`src/rtl/shift_frame_rx.sv`:
```
// shift_frame_rx: serial-to-parallel frame receiver for the nibble-serial link.
// Samples sin on sin_en strobes, checks start/stop framing, assembles WIDTH
// data bits and presents the word on a one-entry valid/ready buffer.
// Optional build macro SHIFT_FRAME_RX_PARITY_EN inserts an even-parity bit
// between the data bits and the stop bit.
module shift_frame_rx #(
   parameter int WIDTH     = 4,
   parameter bit LSB_FIRST = 1'b1
) (
   input  logic             clk,
   input  logic             clear_n,
   input  logic             sin,
   input  logic             sin_en,
   output logic [WIDTH-1:0] q,
   output logic             q_valid,
   input  logic             q_ready,
   output logic             busy,
   output logic             frame_err,
   output logic             overrun,
   input  logic             err_clr
);

   localparam int CW = $clog2(WIDTH + 1);

   typedef enum logic [1:0] {
      IDLE   = 2'd0,
      DATA   = 2'd1,
      PARITY = 2'd2,
      STOP   = 2'd3
   } state_t;

   state_t           state;
   logic [WIDTH-1:0] shreg;
   logic [WIDTH-1:0] shift_nxt;
   logic [CW-1:0]    cnt;
   logic             stop_strobe;
   logic             word_ok;
   logic             word_bad;
   logic             take;
`ifdef SHIFT_FRAME_RX_PARITY_EN
   logic             par_bad;
`endif

   // Next shift-register value and stop-bit decode for the current strobe
   always_comb begin
      shift_nxt = shreg;
      if (LSB_FIRST)
         shift_nxt = {sin, shreg[WIDTH-1:1]};
      else
         shift_nxt = {shreg[WIDTH-2:0], sin};
      stop_strobe = sin_en && (state == STOP);
`ifdef SHIFT_FRAME_RX_PARITY_EN
      word_ok = stop_strobe && sin && !par_bad;
`else
      word_ok = stop_strobe && sin;
`endif
      word_bad = stop_strobe && !word_ok;
      take     = q_valid && q_ready;
   end

   // A frame is in progress whenever the receiver has left IDLE
   assign busy = (state != IDLE);

   // Receive FSM: advances only on strobed bits
   always_ff @(posedge clk or negedge clear_n) begin
      if (!clear_n) begin
         state <= IDLE;
         shreg <= '0;
         cnt   <= '0;
`ifdef SHIFT_FRAME_RX_PARITY_EN
         par_bad <= 1'b0;
`endif
      end else if (sin_en) begin
         case (state)
            IDLE: begin
               if (!sin) begin
                  state <= DATA;
                  cnt   <= '0;
               end
            end
            DATA: begin
               shreg <= shift_nxt;
               cnt   <= cnt + CW'(1);
               if (cnt == CW'(WIDTH - 1)) begin
`ifdef SHIFT_FRAME_RX_PARITY_EN
                  state <= PARITY;
`else
                  state <= STOP;
`endif
               end
            end
`ifdef SHIFT_FRAME_RX_PARITY_EN
            PARITY: begin
               // Even parity: data bits plus parity bit must XOR to zero.
               // The verdict is held until the stop bit so the stop is still consumed.
               par_bad <= ^{shreg, sin};
               state   <= STOP;
            end
`endif
            STOP: begin
               state <= IDLE;
            end
            default: begin
               state <= IDLE;
            end
         endcase
      end
   end

   // Output buffer, handshake and sticky error flags
   always_ff @(posedge clk or negedge clear_n) begin
      if (!clear_n) begin
         q         <= '0;
         q_valid   <= 1'b0;
         frame_err <= 1'b0;
         overrun   <= 1'b0;
      end else begin
         if (word_ok) begin
            // Accept when empty, or when the old word leaves on this same edge
            if (!q_valid || q_ready) begin
               q       <= shreg;
               q_valid <= 1'b1;
            end
         end else if (take) begin
            q_valid <= 1'b0;
         end

         // Set events win over err_clr on the same edge
         if (word_bad)
            frame_err <= 1'b1;
         else if (err_clr)
            frame_err <= 1'b0;

         if (word_ok && q_valid && !q_ready)
            overrun <= 1'b1;
         else if (err_clr)
            overrun <= 1'b0;
      end
   end

endmodule

```
`config.mk`:
```
export PLATFORM = sky130hd
export DESIGN_NAME = shift_frame_rx
export DESIGN_NICKNAME = d
export VERILOG_FILES = /design/src/rtl/shift_frame_rx.sv
export SDC_FILE = /design/constraint.sdc
export NUM_CORES = 1
export LEC_CHECK = 0
export ABC_AREA = 1
export CAP_MARGIN = 20
export CORE_AREA = 3 3 43 45
export CTS_CLUSTER_DIAMETER = 40
export CTS_CLUSTER_SIZE = 30
export DETAILED_ROUTE_END_ITERATION = 8
export DIE_AREA = 0 0 46 48
export PLACE_DENSITY = 0.69
export SKIP_CTS_REPAIR_TIMING = 1
export SYNTH_ARGS = -nofsm -noshare
export SYNTH_HDL_FRONTEND = slang
export SYNTH_SLANG_ARGS = --single-unit
export TNS_END_PERCENT = 50
```
`constraint.sdc`:
```
create_clock -name clk -period 1.3 [get_ports clk]
set_input_delay 0.195 -clock clk [delete_from_list [all_inputs] [get_ports clk]]
set_output_delay 0.195 -clock clk [all_outputs]
set_load 0.02 [all_outputs]
```
* Word-level counts from Yosys, hierarchy flattened
Cells that the tools add are included.
** Word-level totals
- Output and inout port bits :: 8
- Logic and storage cells :: 46
- Register bits :: 16
** Operators by class
- Multiplexer cells :: 11
- Add/sub/neg operators :: 1
- Equal/unequal tests :: 6
- Reduce and logical (&&, ||, !) cells :: 21
** Operators with widths (count)
- $reduce_bool 2->1 :: 5
- $logic_and 1x1->1 :: 6
- $mux 1 :: 6
- $pmux 3 s2 :: 1
- $reduce_and 2->1 :: 3
- $reduce_and 3->1 :: 2
- $mux 2 :: 2
- $ne 2x2->1 const B :: 2
- $pmux 2 s2 :: 1
- $add 3x1->3 const B :: 1
- $eq 3x2->1 const B :: 1
- $logic_not 1->1 :: 3
- $mux 3 :: 1
- $eq 2x1->1 const B :: 1
- $eq 2x2->1 const B :: 1
- $logic_not 2->1 :: 1
- $ne 2x1->1 const B :: 1
- $logic_or 1x1->1 :: 1

* Longest topological paths before layout
- Depth in word-level cells :: 6
- Gate-level depth with buffers :: 5
- Gate-level depth less buffers :: 5

* Worst setup path before layout
No wires, ideal clock.
- Kind :: flip-flop to flip-flop
- Start point :: register cnt[0]
- End point :: register cnt[2]
- Period minus slack after synthesis :: 1056 ps
- Arrival time :: 939 ps
- Path slack :: 244 ps
- Cell stages (with the launch flop) :: 6
- Library setup time :: 117 ps
- Cell sequence :: dfrtp_1 > ha_1 > ha_1 > inv_1 > nand2_1 > nand2_1
** Between the ends
- Longest elaborated chain between the ends :: 2
** RTL lines
- start: declaration :: line 35 : logic [CW-1:0] cnt;
- start signal: assignment :: line 83 : cnt <= cnt + CW'(1);
- $add 3x1->3 :: line 83
- $pmux 3 s2 :: line 74 : case (state)
No other way between the ends.
A chain may end at the register's enable or synchronous reset.

* Worst setup path in the final report
- Start point :: register state[0]
- End point :: output busy
** Between the ends
- Longest elaborated chain between the ends :: 1
** RTL lines
- start: declaration :: line 32 : state_t state;
- start signal: assignment :: line 67 : state <= IDLE;
- start signal: assignment :: line 77 : state <= DATA;
- start signal: assignment :: line 88 : state <= STOP;
- $reduce_bool 2->1 :: line 62 : assign busy = (state != IDLE);
- end: declaration :: line 17 : output logic busy,
No other way between the ends.

==> Implementation_results.wiki <==
{| class="wikitable"
! Metric !! Value
|-
| Number of buffer cells added on primary ports || 13
|-
| Gr usage total || roughly 15%
|-
| Total standard cell area after synthesis || approximately 690 µm²
|-
| Vias in the first global route || 540
|-
| Transition at the pin with the smallest max-transition slack || between 0.2 and 0.25 ns
|-
| Congestion Overflow GR || 0
|-
| Worst slew slack as a fraction of its limit || 83.5%
|-
| Library cell with the highest instance count after synthesis || nand2_1
|-
| Total count of hold-check failures in the final report || 0
|-
| Portion of synthesized cell area occupied by the leading cell type || between 50 and 60%
|-
| Clock tree from TritonCTS || done
|-
| Sink count of the clock tree || 16
|-
| Power consumption || approximately 1600 µW
|-
| Length of the first detailed-routing pass in iterations || 2
|-
| Worst reg2reg path startpoint || cnt[0]$_DFFE_PN0P_
|-
| Initial DRC Count || 5
|-
| Critical path cell sequence || inv_1 -> nand2_1 -> dlymetal6s2s_1
|-
| Ratio of final minimum period to clock period || between 90% and 100%
|-
| Number of antenna violations at the first check in global routing || 0
|-
| Count of max-cap constraint violations || 0
|-
| Wire length of the first global-routing pass || 2.24 mm
|-
| Synthesized Nets || 84
|-
| Maximum frequency from static timing analysis || between 0.8 and 0.9 GHz
|-
| Yosys top cell by area || dfrtp_1
|-
| Mean post-synth cell area || approximately 9.1 µm²
|-
| Area of the die || between 2000 and 2500 µm²
|-
| Arrival time of the worst setup path || slightly above 1 ns
|-
| Critical-path maximum fanout || 3
|-
| Top cell types by occurrence after synthesis || nand2_1 (25), dfrtp_1 (16), inv_1 (10), nand3_1 (6), o21ai_0 (5)
|-
| Worst-skew pair later-pin latency || between 0.2 and 0.3 ns
|-
| Horizontal die dimension || ~46 µm
|-
| Count of pins over their slew limit || 0
|-
| Area of the core || between 1500 and 2000 µm²
|-
| Required time at the worst-slack endpoint || 1.11 ns
|-
| Total via count in the routed design || 559
|-
| Post-detailed-placement half-perimeter wirelength || 980 µm
|-
| Largest stage delay on the critical path || 0.39 ns
|-
| Master cell of the clock root buffer || clkbuf_4
|-
| Peak supply drop || about 0.95 mV
|-
| Diode insertion count for antenna repair || 0
|-
| CP startpoint kind || register
|-
| Synth warn || 0
|-
| Layout cells sized above 1 || between 10% and 20%
|-
| Critical setup path kind || register to output pin
|-
| Detailed-route wire length || 1.28 mm
|-
| Total leakage power || 0.000616 µW
|-
| Fraction of the yosys area taken by sequential cells || between 50% and 60%
|-
| Number of endpoints failing setup at the final stage || 0
|-
| Result of the run || finished, final reports clean
|-
| Distinct cells, synth || 15
|-
| Initial Utilization || around 46%
|-
| Level count of the clock H-tree || 1
|-
| Area Growth Syn to Fin || 41.1%
|-
| Longest Clk Path Bufs || 2
|-
| Clock slew seen by the registers of the worst setup and hold paths || ~0.10 ns
|-
| Post-layout nets || between 100 and 150
|-
| Kind of end point of the critical path || output pin
|-
| Die Ht || around 48 µm
|-
| Antenna violation net count after detailed routing || 0
|-
| Number of CTS-inserted buffers || 3
|-
| Async set or reset register ratio after synthesis || 100%
|-
| Dominant cells by area after synthesis || dfrtp_1 (58%), nand2_1 (14%), inv_1 (5.5%)
|-
| Power density over cell area || ~1600 nW/µm²
|-
| Crit. Startpoint || state[0]$_DFFE_PN0P_
|-
| Hold Crit Class || primary input to async pin
|-
| Main flop type after synthesis || dfrtp_1
|-
| Final critical delay including setup and external delays || approximately 1.2 ns
|-
| Setup repair after global routing missed its margin || no
|-
| Boundary Pins || 14
|-
| Routability-driven placement congestion ratio || ~0.76
|-
| Standard-cell rows || 14
|-
| Post-synth EDFFs || 0
|-
| Largest net degree at the start of global routing || 17
|-
| Post-synthesis sequential element count || 16
|-
| Total Neg Setup Slack || 0 ns
|-
| Gate count after technology mapping || 76
|-
| Per-cell via count in the routed design || about 4.7
|-
| Post-route clock skew || 0.00271 ns
|-
| Number of remaining DRC errors || 0
|-
| Routed WL per cell || around 11 µm
|-
| Slowest CP cell || dfrtp_1
|}
## path summary, 6_finish.rpt
| check | endpoint | slack (ns) | cells after the start |
|---|---|---|---|
| hold reg to reg | cnt[2]$_DFFE_PN0P_ | 0.48 | 2 |
| hold / removal | q[3]$_DFFE_PN0P_ | 0.21 | 2 |
| min in group clk | cnt[2]$_DFFE_PN0P_ | 0.48 | 2 |
| setup reg to reg | cnt[2]$_DFFE_PN0P_ | 0.18 | 5 |
| max in group asynchronous | shreg[0]$_DFFE_PN0P_ | 0.91 | 2 |
| setup / recovery | busy | 0.09 | 3 |
## registers in the layout, indices dropped and copies added, names as in the netlist
name	cells
q_valid	1
overrun	1
q	4
shreg	4
cnt	3
state	2
frame_err	1
## stage by stage
| stage | worst slack (ns) | hold WS, ns | cell area (µm²) | utilization, % | std cells |
|---|---|---|---|---|---|
| after global routing | 0.0345 | 0.210 | 971 | 64.5 | 118 |
| after detailed placement | -0.0521 | 0.458 | 915 | 60.7 | 114 |
| after global placement | -0.00175 | 0.454 | 915 | 60.7 | 114 |
| after CTS | -0.263 | 0.208 | 951 | 63.1 | 118 |
| after floorplan | 0.244 | -0.101 | 688 | - | 76 |
| final | 0.0950 | 0.207 | 971 | 64.5 | 118 |
## cell usage in the layout (no fill, tap or decap), types with 2 or more instances in the layout
cell type and n:
nand3_1 6, dlymetal6s2s_1 8, o21ai_0 5, ha_1 2, nand2_1 25, inv_1 10, nor2_1 4, clkbuf_4 3
dfrtp_1 16, clkdlybuf4s50_1 5, buf_4 9
## where the power goes
| part | total (µW) | switching (µW) | internal, µW |
|---|---|---|---|
| sequential | 737 | 89.9 | 647 |
| clock | 332 | 161 | 171 |
| combinational | 507 | 265 | 242 |
| total | 1580 | 516 | 1060 |
## layer usage
| metal | GRT usage (%) | vias up | share of wire [%] |
|---|---|---|---|
| li1 | - | 291 | - |
| met1 | 17.1 | 253 | 44 |
| met2 | 24.7 | 11 | 46 |
| met3 | 3.76 | 4 | 6.1 |
| met4 | 11.9 | 0 | 3.4 |
| met5 | 0 | - | 0 |
## critical path: cells and delay by family, from the launching register on
kind	cells	cell delay (ns)
DFF	1	0.39
buffers and inverters	2	0.29
and+or+nand+nor	1	0.05
## cell type report
class	count	area, µm²
inverter	10	37.5
sequential	16	400
timing repair buffer	23	238
clock buffer	4	36.3
multi-input combinational	49	239
fill	134	536
tap	16	20.0
## logic make-up (layout without fill, tap and decap cells)
logic type / after synthesis / after routing / share of synthesized area [%]
and+or+nand+nor: 39 / 39 / 24.5
adders and majority gates: 2 / 2 / 3.64
buffers and inverters: 11 / 37 / 7.09
AOI/OAI and AO/OA: 8 / 8 / 6.54
DFF: 16 / 16 / 58.2
Power figures use the tool's default switching activity.
